## src/rtl/pwm_deadtime.sv

```systemverilog
// pwm_deadtime: turns one PWM waveform into a non-overlapping high/low gate pair with programmable dead time.
// Latency: outputs registered with the state; an input edge starts the hand-over on the next clock, and each gap lasts D+1 cycles.
// Backpressure: none; free-running waveform in and out. Optional trip input and flag are enabled by the PWM_DT_FAULT_EN macro.
module pwm_deadtime #(
  parameter int WIDTH     = 32,
  parameter int CNT_WIDTH = 16
) (
  input  logic                 clk,
  input  logic                 rst,
  input  logic                 pwm_in,
  input  logic [WIDTH-1:0]     dead_rise,
  input  logic [WIDTH-1:0]     dead_fall,
  input  logic [WIDTH-1:0]     control,
  output logic                 out_hi,
  output logic                 out_lo,
  output logic                 in_dead,
`ifdef PWM_DT_FAULT_EN
  input  logic                 fault_n,
  output logic                 fault,
`endif
  output logic [CNT_WIDTH-1:0] swallow_cnt
);

`ifdef PWM_DT_FAULT_EN
  typedef enum logic [2:0] {
    ST_OFF, ST_DT_LO, ST_LO, ST_DT_HI, ST_HI, ST_FAULT
  } state_t;
`else
  typedef enum logic [2:0] {
    ST_OFF, ST_DT_LO, ST_LO, ST_DT_HI, ST_HI
  } state_t;
`endif

  state_t           state, state_nxt;
  logic [WIDTH-1:0] cnt, cnt_nxt;
  logic             from_off, from_off_nxt;
  logic             en_q;
  logic             swallow_inc, swallow_clr;
  logic             enable;
  logic             unused_ctrl;

  assign enable      = control[0];
  assign unused_ctrl = ^control[WIDTH-1:1];

`ifdef PWM_DT_FAULT_EN
  logic fault_sync1, fault_sync2;

  // Two-flop synchronizer for the asynchronous trip input; idles high (not tripped).
  always_ff @(posedge clk or negedge rst) begin
    if (!rst) begin
      fault_sync1 <= 1'b1;
      fault_sync2 <= 1'b1;
    end else begin
      fault_sync1 <= fault_n;
      fault_sync2 <= fault_sync1;
    end
  end
`endif

  // Next-state logic. OFF dwells one extra cycle after enable is first seen (en_q),
  // so the low side comes up D_f+2 cycles after the enable sample.
  always_comb begin
    state_nxt    = state;
    cnt_nxt      = cnt;
    from_off_nxt = from_off;
    swallow_inc  = 1'b0;
    swallow_clr  = 1'b0;
    if (!enable) begin
      state_nxt    = ST_OFF;
      cnt_nxt      = '0;
      from_off_nxt = 1'b0;
      swallow_clr  = 1'b1;
    end else begin
      case (state)
        ST_OFF: begin
          if (en_q) begin
            state_nxt    = ST_DT_LO;
            cnt_nxt      = dead_fall;
            from_off_nxt = 1'b1;
          end
        end
        ST_DT_LO: begin
          // pwm rose again before the low side came on: skip straight back to high.
          if (pwm_in) begin
            state_nxt   = ST_HI;
            swallow_inc = !from_off;
          end else if (cnt == '0) begin
            state_nxt = ST_LO;
          end else begin
            cnt_nxt = cnt - 1'b1;
          end
        end
        ST_LO: begin
          if (pwm_in) begin
            state_nxt = ST_DT_HI;
            cnt_nxt   = dead_rise;
          end
        end
        ST_DT_HI: begin
          // pwm fell before the high side came on: the pulse is swallowed.
          if (!pwm_in) begin
            state_nxt   = ST_LO;
            swallow_inc = 1'b1;
          end else if (cnt == '0) begin
            state_nxt = ST_HI;
          end else begin
            cnt_nxt = cnt - 1'b1;
          end
        end
        ST_HI: begin
          if (!pwm_in) begin
            state_nxt    = ST_DT_LO;
            cnt_nxt      = dead_fall;
            from_off_nxt = 1'b0;
          end
        end
        default: begin
          // FAULT (when built) holds while enable stays high.
          state_nxt = state;
        end
      endcase
    end
`ifdef PWM_DT_FAULT_EN
    // A synchronized trip overrides everything, including enable handling.
    if (!fault_sync2) begin
      state_nxt    = ST_FAULT;
      cnt_nxt      = '0;
      from_off_nxt = 1'b0;
      swallow_inc  = 1'b0;
    end
`endif
  end

  // State, dead counter and Moore outputs registered together from the next state.
  always_ff @(posedge clk or negedge rst) begin
    if (!rst) begin
      state    <= ST_OFF;
      cnt      <= '0;
      from_off <= 1'b0;
      en_q     <= 1'b0;
      out_hi   <= 1'b0;
      out_lo   <= 1'b0;
      in_dead  <= 1'b0;
    end else begin
      state    <= state_nxt;
      cnt      <= cnt_nxt;
      from_off <= from_off_nxt;
      en_q     <= enable;
      out_hi   <= (state_nxt == ST_HI);
      out_lo   <= (state_nxt == ST_LO);
      in_dead  <= (state_nxt == ST_DT_LO) || (state_nxt == ST_DT_HI);
    end
  end

`ifdef PWM_DT_FAULT_EN
  // Sticky trip flag, cleared only by leaving FAULT.
  always_ff @(posedge clk or negedge rst) begin
    if (!rst) begin
      fault <= 1'b0;
    end else begin
      fault <= (state_nxt == ST_FAULT);
    end
  end
`endif

  // Saturating swallowed-pulse counter, cleared while disabled.
  always_ff @(posedge clk or negedge rst) begin
    if (!rst) begin
      swallow_cnt <= '0;
    end else if (swallow_clr) begin
      swallow_cnt <= '0;
    end else if (swallow_inc && (swallow_cnt != {CNT_WIDTH{1'b1}})) begin
      swallow_cnt <= swallow_cnt + 1'b1;
    end
  end

endmodule

```

## config.mk

```make
export PLATFORM = sky130hd
export DESIGN_NAME = pwm_deadtime
export DESIGN_NICKNAME = d
export VERILOG_FILES = /design/src/rtl/pwm_deadtime.sv
export SDC_FILE = /design/constraint.sdc
export NUM_CORES = 1
export LEC_CHECK = 0
export ABC_CLOCK_PERIOD_IN_PS = 3100
export CAP_MARGIN = 20
export CORE_MARGIN = 2
export CORE_UTILIZATION = 47
export DETAILED_ROUTE_END_ITERATION = 7
export PLACE_DENSITY_LB_ADDON = 0.2
export SYNTH_ARGS = -nofsm -noshare
export SYNTH_HDL_FRONTEND = slang
export SYNTH_SLANG_ARGS = --single-unit
export TNS_END_PERCENT = 100
```

## constraint.sdc

```tcl
create_clock -name clk -period 3.1 [get_ports clk]
set_input_delay 0.31 -clock clk [delete_from_list [all_inputs] [get_ports clk]]
set_output_delay 0.31 -clock clk [all_outputs]
set_load 0.005 [all_outputs]
```

==> summary.md, run 1 <==
| Metric | Value |
|---|---|
| Status | finished, violations left |
| Failing checks | design-rule violations |
| FFs w/ async S/R, synth | 100% |
| Worst Hold Class | input port to async pin |
| Area Growth Syn to Fin | 30.2% |
| CTS tree | done |
| Synth area leaders | dfrtp_1 (37%), o2bb2ai_1 (4.4%), nor2_1 (3.3%) |
| Worst-path maximum fanout | 20 |
| Power, Total | 2.18 mW |
| Vias | about 4000 |
| RSZ-0062 raised after global routing | false |
| First-pass GRT wire length | ~19000 um |
| Setup Crit Path Kind | flop to flop |
| Final hold violation count | 0 |
| Register area | 1400 sq um |
| NetSw | between 0.8 and 0.9 mW |
| Count of different cell masters after synthesis | 63 |
| Final TNS setup | 0 ps |
| Die H | around 94 um |
| CORE AREA | roughly 7800 sq um |
| Footprint of the multi-input gates | ~2200 sq um |
| Final setup violating endpoints | 0 |
| Switching fraction of total power | a little under two fifths |
| Post-route ant nets | 0 |
| Area of the mapped netlist | 3770 sq um |
| Largest net degree at the start of global routing | 39 |
| Reg power frac | between 40% and 50% |
| Synth Instances | 430 |
| Total setup buffers inserted after CTS | 0 |
| Buffers on Ports | 86 |
| Num CTS Buffers | 5 |
| Vias per inst | ~6.4 |
| Die ar. | roughly 9000 sq um |
| Worst setup SP type | flop |
| Max-Slew Margin vs Limit | between 30% and 40% |
| Total track usage | a little over a quarter |
| Clock Tree Buf Depth | 2 |
| Syn_area_per_cell | between 8 and 9 sq um |
| Total wire length | ~12000 um |
| Fmax | roughly 380 MHz |
| Share of layout cells above drive strength 1 | about a tenth |
| Via count of the first global-routing pass | about 3800 |
| Final Max Slew Viols | 0 |
| Hold-fix buffers, CTS | 0 |
| Dpl hpwl | 8380 um |
| H-tree Lvls | 2 |
| Int Pwr | ~1.4 mW |
| CTS root buf | clkbuf_8 |
| Initial antenna violation count | 0 |
| Seq cells post-synth | 56 |
| Max VDD drop | between 150 and 200 uV |
| Power share of the clock group | a little under a quarter |
| Area leader, netlist | dfrtp_1 |
| Combinational share of power | between 30% and 40% |
| DRC Markers | 7 |
| Tmin final | between 2000 and 3000 ps |
| Ys Warns | 0 |
| Router iterations before antenna repair | 8 |
| CP endpoint kind | flop |
| Worst EP arrival | around 2900 ps |
| Max cap viols | 0 |
| Crit share post-route | 86.0% |
| Fin nets | ~620 |
| Wire per inst | about 19 um |
| Area share of the largest cell type after synthesis | between 30% and 40% |
| Antenna Cells | 0 |
| Die Wd | approximately 94 um |
| Gp weighted congestion | 0.943 |
| Number of synthesized flops with an enable pin | 0 |
| Placed inst area | 4790 sq um |
| Most used DFF post-synth | dfrtp_1 |
| DR iter-0 viols | around 330 |
| Post-CTS sizing | 0 |
| Worst Path Required | roughly 3300 ps |
| PD cells | between 400 and 500 nW/um^2 |
| WHS | a little over 100 ps |
| Worst skew pair latency | approximately 320 ps |
| Fill cells | between 700 and 800 |
| Site row count | 32 |
| Synthesized net count | approximately 530 |
| Seq/Total Area, Yosys | 37.1% |
| Static Leakage | roughly 2.0 nW |
| Ports | between 100 and 150 |
| Clk_skew | ~11 ps |
| Initial Utilization | 48.6% |
| Clk slew on worst S/H paths | 110 ps |
| Final Cell Area | around 5000 sq um |
| Worst-margin pin slew | roughly 900 ps |
| Sink Count | 56 |
| Total gr overflow | 0 |
worst max-delay path: stages, from the launching register on:
cell      delay (ps)
dfrtp_1          440
inv_1             80
ha_1             210
nor4b_2          310
buf_4            200
nand4_1          110
nor4_1           540
or2_2            230
buf_4            270
o211ai_1         150
layer usage:
layer	vias to the layer above	share of wire, %	GRT usage [%]
met5	-	0	0
met1	1914	44	38.3
met4	0	1.3	7.00
met2	197	47	43.3
met3	15	8.0	4.83
li1	1860	-	-
flip-flops by register name (all words and copies together) (netlist names):
signal       flops
swallow_cnt     16
out_hi           1
en_q             1
out_lo           1
cnt             32
from_off         1
in_dead          1
state            3
stage by stage:
step | instances | utilization (%) | setup slack, ps
2_1_floorplan | 430 | - | 777
3_3_place_gp | 609 | 61.6 | 442
3_5_place_dp | 609 | 61.6 | 403
4_1_cts | 617 | 63.1 | 513
5_1_grt | 618 | 63.3 | 269
6_report | 618 | 63.3 | 434
synthesized netlist by cell type, types with 10 or more instances:
library cell  instances
nand3_1              22
nor4_1               15
o2bb2ai_1            19
nand2_1              24
dfrtp_1              56
nor2_1               33
a21oi_1              13
and4_1               10
clkbuf_1             25
o21ai_0              22
a22oi_1              10
nor3_1               24
cells in the final DEF, fill, tap and decap left out, types with 4 or more instances in the layout:
cell type and n:
clkdlybuf4s50_1 85, xnor2_1 8, o22ai_1 4, nand4_1 6, nand2_1 24, o211ai_1 7
mux2i_1 7, buf_4 21, nor3_1 24, clkbuf_8 5, a221oi_1 6, nor2_1 32
a31oi_1 6, and3_1 5, o31ai_1 7, dfrtp_1 56, nor4_1 15, a222oi_1 8
inv_1 9, a221o_1 6, nand3_1 22, a22o_1 4, a21oi_1 13, a22oi_1 10
o21ai_0 22, or3_1 9, and4_1 10, o2bb2ai_1 19, nand2b_1 9
layout make-up:
cell class / count / share of cell area [%]
clock buffers: 5 / 1.40
clock inverters: 3 / 0.866
inverters: 10 / 0.764
multi-input cells: 334 / 44.9
flip-flops and latches: 56 / 28.5
well taps: 102 / 2.60
repair buffers: 108 / 20.9
final timing paths:
check	startpoint	to	slack, ps	cells past startpoint
min in group clk	cnt[26]	cnt[26]	530	1
max	cnt[0]	cnt[31]	430	9
min reg2reg	cnt[26]	cnt[26]	530	1
max reg2reg	cnt[0]	cnt[31]	430	9
max in group asynchronous	rst	swallow_cnt[8]	2300	2
min	rst	cnt[3]	100	1
power groups by stage:
| stage | Clock, mW | Sequential [mW] | Combinational (mW) |
|---|---|---|---|
| global placement | 0 | 0.886 | 0.772 |
| detailed placement | 0 | 0.890 | 0.781 |
| global route | 0.525 | 0.889 | 0.882 |
| finish | 0.495 | 0.878 | 0.808 |
| floorplan | 0 | 0.858 | 0.509 |
| CTS | 0.505 | 0.875 | 0.786 |
cells by family after synthesis:
family | synth area share [%]
compound gates | 27.1
xor+xnor | 1.86
fa+ha+maj | 0.663
buf+inv | 4.54
flops | 37.1
mux | 1.86
simple gates | 26.9
(Power assumes the default switching activity.)
==> run 2: changes to the inputs <==
ABC_CLOCK_PERIOD_IN_PS = 2750   (was 3100)
MAX_ROUTING_LAYER = met4   (was unset)
clock period = 2.75 ns   (was 3.1 ns; I/O delays follow)
==> run 2 against run 1 <==
- the flow now finishes without violations
- via count rose by 1.7%
- first-iteration DRC count rose by 38%
- flip-flop and latch count did not move
- power rose by 16%
- hold slack improved by 380 ps
- non-clock buffer count rose by 9
- wire length barely moved
- sequential power rose by 13%
- clock skew fell by 5.7 ps
- global-route usage rose by 0.34 points
- design area rose by 1.7%
- register-to-register slack got worse by 280 ps
==> summary.md, run 2 (synthesized netlist as in run 1, its figures left out) <==
| Metric | Value |
|---|---|
| Status | complete, no violations |
| Area Growth Syn to Fin | 32.4% |
| Worst Hold Class | input port to async pin |
| Gp weighted congestion | 0.980 (+3.9%) |
| Total track usage | 27.5% (+0.34 points) |
| Critical path's slowest cell | dfrtp_1 |
| Post-route ant nets | 0 (unchanged) |
| Final TNS setup | 0 ps (unchanged) |
| Final Max Slew Viols | 0 (unchanged) |
| CP Capture Point | cnt[15] |
| R2r startpoint | cnt[0] |
| Power, Total | 2.53 mW (+16%) |
| Worst EP arrival | 2800 ps (-60 ps) |
| Dpl hpwl | 8510 um (+1.6%) |
| Die Wd | 93.6 um (unchanged) |
| Die H | 93.6 um (unchanged) |
| Clk_skew | 5.01 ps (-5.73 ps) |
| Sink Count | 56 (unchanged) |
| Router iterations before antenna repair | 5 (-3) |
| Fmax | 385 MHz (+2.5%) |
| Total setup buffers inserted after CTS | 0 (unchanged) |
| Num CTS Buffers | 5 (unchanged) |
| Wire per inst | 18.7 um (-1.3%) |
| Worst Path Buf+Inv | 3 (unchanged) |
| CTS root buf | clkbuf_8 |
| Final hold violation count | 0 (unchanged) |
| Buffers on Ports | 86 (unchanged) |
| Ports | 118 (unchanged) |
| Fin nets | 625 (+1.5%) |
| Static Leakage | 2.07 nW (+2.6%) |
| Footprint of the multi-input gates | 2210 sq um (unchanged) |
| CTS tree | done |
| Worst-path maximum fanout | 9 (-55%) |
| Die ar. | 8760 sq um (unchanged) |
| Via count of the first global-routing pass | 3803 (+0.13%) |
| DRC Markers | 0 (-7) |
| Reg-to-reg slack, setup | 150 ps (-280 ps) |
| Crit-path cells | inv_1 > ha_1 > nor4b_2 > buf_4 > nand4_1 > nor4_1 > or2_2 > inv_2 > a221o_1 |
| Worst Path Required | 2950 ps (-340 ps) |
| Largest reg by FF count | cnt |
| Most frequent cells in the layout | clkdlybuf4s50_1 (85), dfrtp_1 (56), nor2_1 (32), buf_4 (29) |
| Worst skew pair latency | 310 ps (about the same) |
| Max VDD drop | 211 uV (+6.5%) |
| Clk slew on worst S/H paths | 100 ps (about the same) |
| Initial antenna violation count | 0 (unchanged) |
| CP endpoint kind | flop |
| Final setup violating endpoints | 0 (unchanged) |
| Tmin final | 2600 ps (-66.0 ps) |
| Vias per inst | 6.46 (+0.20%) |
| Fill cells | 678 (-5.6%) |
| R2R depth | 9 (unchanged) |
| Site row count | 32 (unchanged) |
| Register area | 1400 sq um (unchanged) |
| Placed inst area | 4850 sq um (+1.3%) |
| Max reg flops | 32 (unchanged) |
| Worst setup SP type | flop |
| Initial Utilization | 48.6% (unchanged) |
| Total wire length | 11700 um (about the same) |
| Max-Slew Margin vs Limit | 53.6% (+15 points) |
| Worst-margin pin slew | 689 ps (-233 ps) |
| Setup Crit Path Kind | flop to flop |
| Total gr overflow | 0 (unchanged) |
| Peak per-stage delay on the critical path | 430 ps (-110 ps) |
| H-tree Lvls | 2 (unchanged) |
| Crit share post-route | 94.6% (+8.5 points) |
| Clock Tree Buf Depth | 2 (unchanged) |
| RSZ-0062 raised after global routing | false |
| Vias | 4052 (+1.7%) |
| Final Cell Area | 5000 sq um (+1.7%) |
| CP Depth | 9 (unchanged) |
| CP delay by family, top | simple AND/OR/NAND/NOR gates |
| Worst r2r dst | cnt[15] |
| First-pass GRT wire length | 18600 um (-1.5%) |
| PD cells | 506 nW/um^2 (+14%) |
| Regs by FF count | cnt x32, swallow_cnt x16, state x3 |
| DR iter-0 viols | 452 (+38%) |
| Max cap viols | 0 (unchanged) |
| CORE AREA | 7770 sq um (unchanged) |
| Largest net degree at the start of global routing | 27 (-31%) |
| Critical Path Start | cnt[0] |
| Commonest non-fill, non-tap cell in the layout | clkdlybuf4s50_1 |
| Share of layout cells above drive strength 1 | 10.7% (+1.4 points) |
| Antenna Cells | 0 (unchanged) |
[run 2: cell types whose count changed in the layout (fill, tap and decap cells not counted), sizes merged]
cell,before,now
dlygate4sd3,0,1
clkinvlp,1,0
clkbuf,5,7
clkinv,1,0
buf,23,31
[run 2: through the flow]
stage | worst slack [ps] | utilization (%) | instances | hold slack, ps
after floorplan | 427 | - | 430 | -20.6
after global placement | 296 | 62.4 | 617 | 296
after detailed placement | 173 | 62.4 | 617 | 295
after CTS | 156 | 64.2 | 626 | 506
after global routing | 46.1 | 64.4 | 627 | 530
final | 150 | 64.4 | 627 | 482
[run 2: what timing repair did]
action	in CTS	in global routing
gates resized for setup	0	0
hold endpoints to repair	21	0
hold buffers	1	0
[run 2: area by class of cell]
cell class | instances | share of cell area [%]
clock buffer | 7 | 1.93
clock inverter | 1 | 0.601
inverter | 10 | 0.751
multi-input combinational | 334 | 44.2
sequential | 56 | 28.0
tap | 102 | 2.55
timing repair buffer | 117 | 22.0
[run 2: where the power goes]
| group | total (mW) | switching [mW] | internal, mW |
|---|---|---|---|
| clock network | 0.597 | 0.275 | 0.322 |
| registers | 0.992 | 0.100 | 0.892 |
| logic | 0.943 | 0.536 | 0.408 |
[run 2: worst min path at each step]
| stage | start | to | slack [ps] | cells after the start |
|---|---|---|---|---|
| after floorplan | rst | cnt[0] | -20 | 0 |
| after global placement | rst | cnt[3] | 300 | 1 |
| after detailed placement | rst | cnt[3] | 300 | 1 |
| after CTS | rst | cnt[6] | 510 | 2 |
| after global routing | rst | cnt[6] | 530 | 2 |
| final | rst | cnt[3] | 480 | 2 |
[run 2: worst register-to-register path, cell delays in order (launching register included)]
cell and delay (ps):
dfrtp_1 430, inv_1 80, ha_1 210, nor4b_2 310
buf_4 200, nand4_1 110, nor4_1 430, or2_2 270
inv_2 110, a221o_1 340
[run 2: routing by layer]
metal	vias up	share of wire (%)	track usage, %
li1	1886	-	-
met1	1925	42	38.1
met2	224	48	43.5
met3	17	8.2	2.82
met4	0	1.5	7.00
met5	-	0	-
==> run 3: changes to the inputs <==
ABC_CLOCK_PERIOD_IN_PS = 3150   (was 2750)
CAP_MARGIN = 10   (was 20)
CORE_UTILIZATION = 51   (was 47)
REMOVE_ABC_BUFFERS = 1   (was unset)
clock period = 3.15 ns   (was 2.75 ns; I/O delays follow)
==> run 3 against run 2 <==
- design area is 1.7% lower
- power decreased by 15%
- worst setup slack better by 400 ps
- critical path type unchanged
- highest routed layer unchanged
==> summary.md, run 3 (synthesized netlist as in run 1, its figures left out) <==
| Metric | Value |
|---|---|
| Finished Core Util | 68.2% (+3.8 points) |
| Router iterations before antenna repair | 5 (unchanged) |
| Vias | 4041 (-0.27%) |
| R2r startpoint | cnt[8] |
| Max VDD drop | 250 uV (+19%) |
| Post-CTS sizing | 0 (unchanged) |
| Max-Slew Margin vs Limit | 19.8% (-34 points) |
| Worst EP arrival | 2800 ps (about the same) |
| Clk_skew | 21.8 ps (+16.8 ps) |
| R2R depth | 7 (-2) |
| Commonest non-fill, non-tap cell in the layout | clkdlybuf4s50_1 |
| Tmin final | 2610 ps (+4.87 ps) |
| Worst r2r dst | cnt[29] |
| CP endpoint kind | flop |
| Setup Crit Path Kind | flop to flop |
| Worst-margin pin slew | 1200 ps (+514 ps) |
| PD cells | 436 nW/um^2 (-14%) |
| Register area | 1400 sq um (unchanged) |
| Site row count | 31 (-3.1%) |
| Die Wd | 90.0 um (-3.8%) |
| Vias per inst | 6.55 (+1.3%) |
| Antenna Cells | 0 (unchanged) |
| Status | complete, no violations |
| CTS tree | done |
| Die ar. | 8110 sq um (-7.5%) |
| Worst Path Required | 3350 ps (+400 ps) |
| Die H | 90.0 um (-3.8%) |
| Initial antenna violation count | 0 (unchanged) |
| Worst setup SP type | flop |
| Max reg flops | 32 (unchanged) |
| H-tree Lvls | 2 (unchanged) |
| CORE AREA | 7210 sq um (-7.1%) |
| Worst skew pair latency | 320 ps (about the same) |
| Regs by FF count | cnt x32, swallow_cnt x16, state x3 |
| CTS root buf | clkbuf_8 |
| Clk slew on worst S/H paths | 120 ps (+20 ps) |
| Initial Utilization | 52.3% (+3.7 points) |
| Fmax | 384 MHz (-0.19%) |
| Fin nets | 618 (-1.1%) |
| Crit share post-route | 82.7% (-12 points) |
| Final setup violating endpoints | 0 (unchanged) |
| Share of layout cells above drive strength 1 | 9.27% (-1.4 points) |
| Final hold violation count | 0 (unchanged) |
| Wire per inst | 19.0 um (+1.8%) |
| WHS | 491 ps (+9.28 ps) |
| Final TNS setup | 0 ps (unchanged) |
| Power, Total | 2.15 mW (-15%) |
| Final Max Slew Viols | 0 (unchanged) |
| Largest reg by FF count | cnt |
| Max cap viols | 0 (unchanged) |
| First-pass GRT wire length | 19700 um (+5.9%) |
| Total wire length | 11700 um (+0.21%) |
| DRC Markers | 0 (unchanged) |
| Reg-to-reg slack, setup | 540 ps (+400 ps) |
| Footprint of the multi-input gates | 2210 sq um (unchanged) |
| Total gr overflow | 0 (unchanged) |
| Sink Count | 56 (unchanged) |
| Clock Tree Buf Depth | 2 (unchanged) |
| Post-route ant nets | 0 (unchanged) |
| Gp weighted congestion | 0.950 (-3.1%) |
| RSZ-0062 raised after global routing | false |
| Largest net degree at the start of global routing | 34 (+26%) |
| Worst-path maximum fanout | 11 (+2) |
| Dpl hpwl | 8390 um (-1.4%) |
| Worst Hold Class | input port to async pin |
| Area Growth Syn to Fin | 30.3% |
| Num CTS Buffers | 5 (unchanged) |
| Fill cells | 632 (-6.8%) |
| Total track usage | 30.3% (+2.9 points) |
| Static Leakage | 2.03 nW (-2.2%) |
| DR iter-0 viols | 414 (-8.4%) |
| Buffers on Ports | 86 (unchanged) |
| Ports | 118 (unchanged) |
| Most frequent cells in the layout | clkdlybuf4s50_1 (85), dfrtp_1 (56), nor2_1 (32), nor3_1 (24), nand2_1 (24) |
| Via count of the first global-routing pass | 3900 (+2.6%) |
run 3: area by class of cell:
class                      count  area share, %
inverter                      10          0.763
clock inverter                 2          0.712
tap                           99           2.52
sequential                    56           28.5
clock buffer                   6           1.48
multi-input combinational    334           44.9
timing repair buffer         110           21.1
run 3: worst max path at each step:
stage                     endpoint  cells after the start  startpoint
after global placement     cnt[31]                      7      pwm_in
after CTS                  cnt[29]                      7      cnt[8]
after detailed placement   cnt[31]                      7      pwm_in
after floorplan             cnt[7]                      5     cnt[22]
final                      cnt[29]                      7      cnt[8]
after global routing       cnt[29]                      7      cnt[8]
run 3: where the power goes:
group          switching (mW)  internal [mW]  total [mW]
clock                   0.248          0.237       0.485
sequential             0.0860          0.779       0.865
combinational           0.460          0.335       0.795
run 3: per-stage QoR:
stage	area, sq um	std cells	worst slack (ps)
floorplan	3640	400	480
global placement	4800	608	640
detailed placement	4800	608	623
CTS	4920	617	625
global route	4920	617	451
finish	4920	617	545
run 3: per-layer routing:
metal / track usage [%] / up-vias / part of all wire, %
met5: - / - / 0
met4: 7.31 / 0 / 1.1
met3: 4.69 / 16 / 8.3
met2: 48.1 / 204 / 49
met1: 41.2 / 1935 / 42
li1: - / 1886 / -
run 3: worst max-delay path, stage by stage, from the launching register on:
cell     delay, ps
dfrtp_1        500
nor4_1         510
nand4_1        240
buf_4          220
o31ai_1        330
buf_4          260
o21ai_1        100
a211o_1        310
run 3: timing repair:
action | 4_1_cts | 5_1_grt
buffers inserted | 0 | 0
endpoints found under the hold margin | 23 | 0
hold buffers | 1 | 0
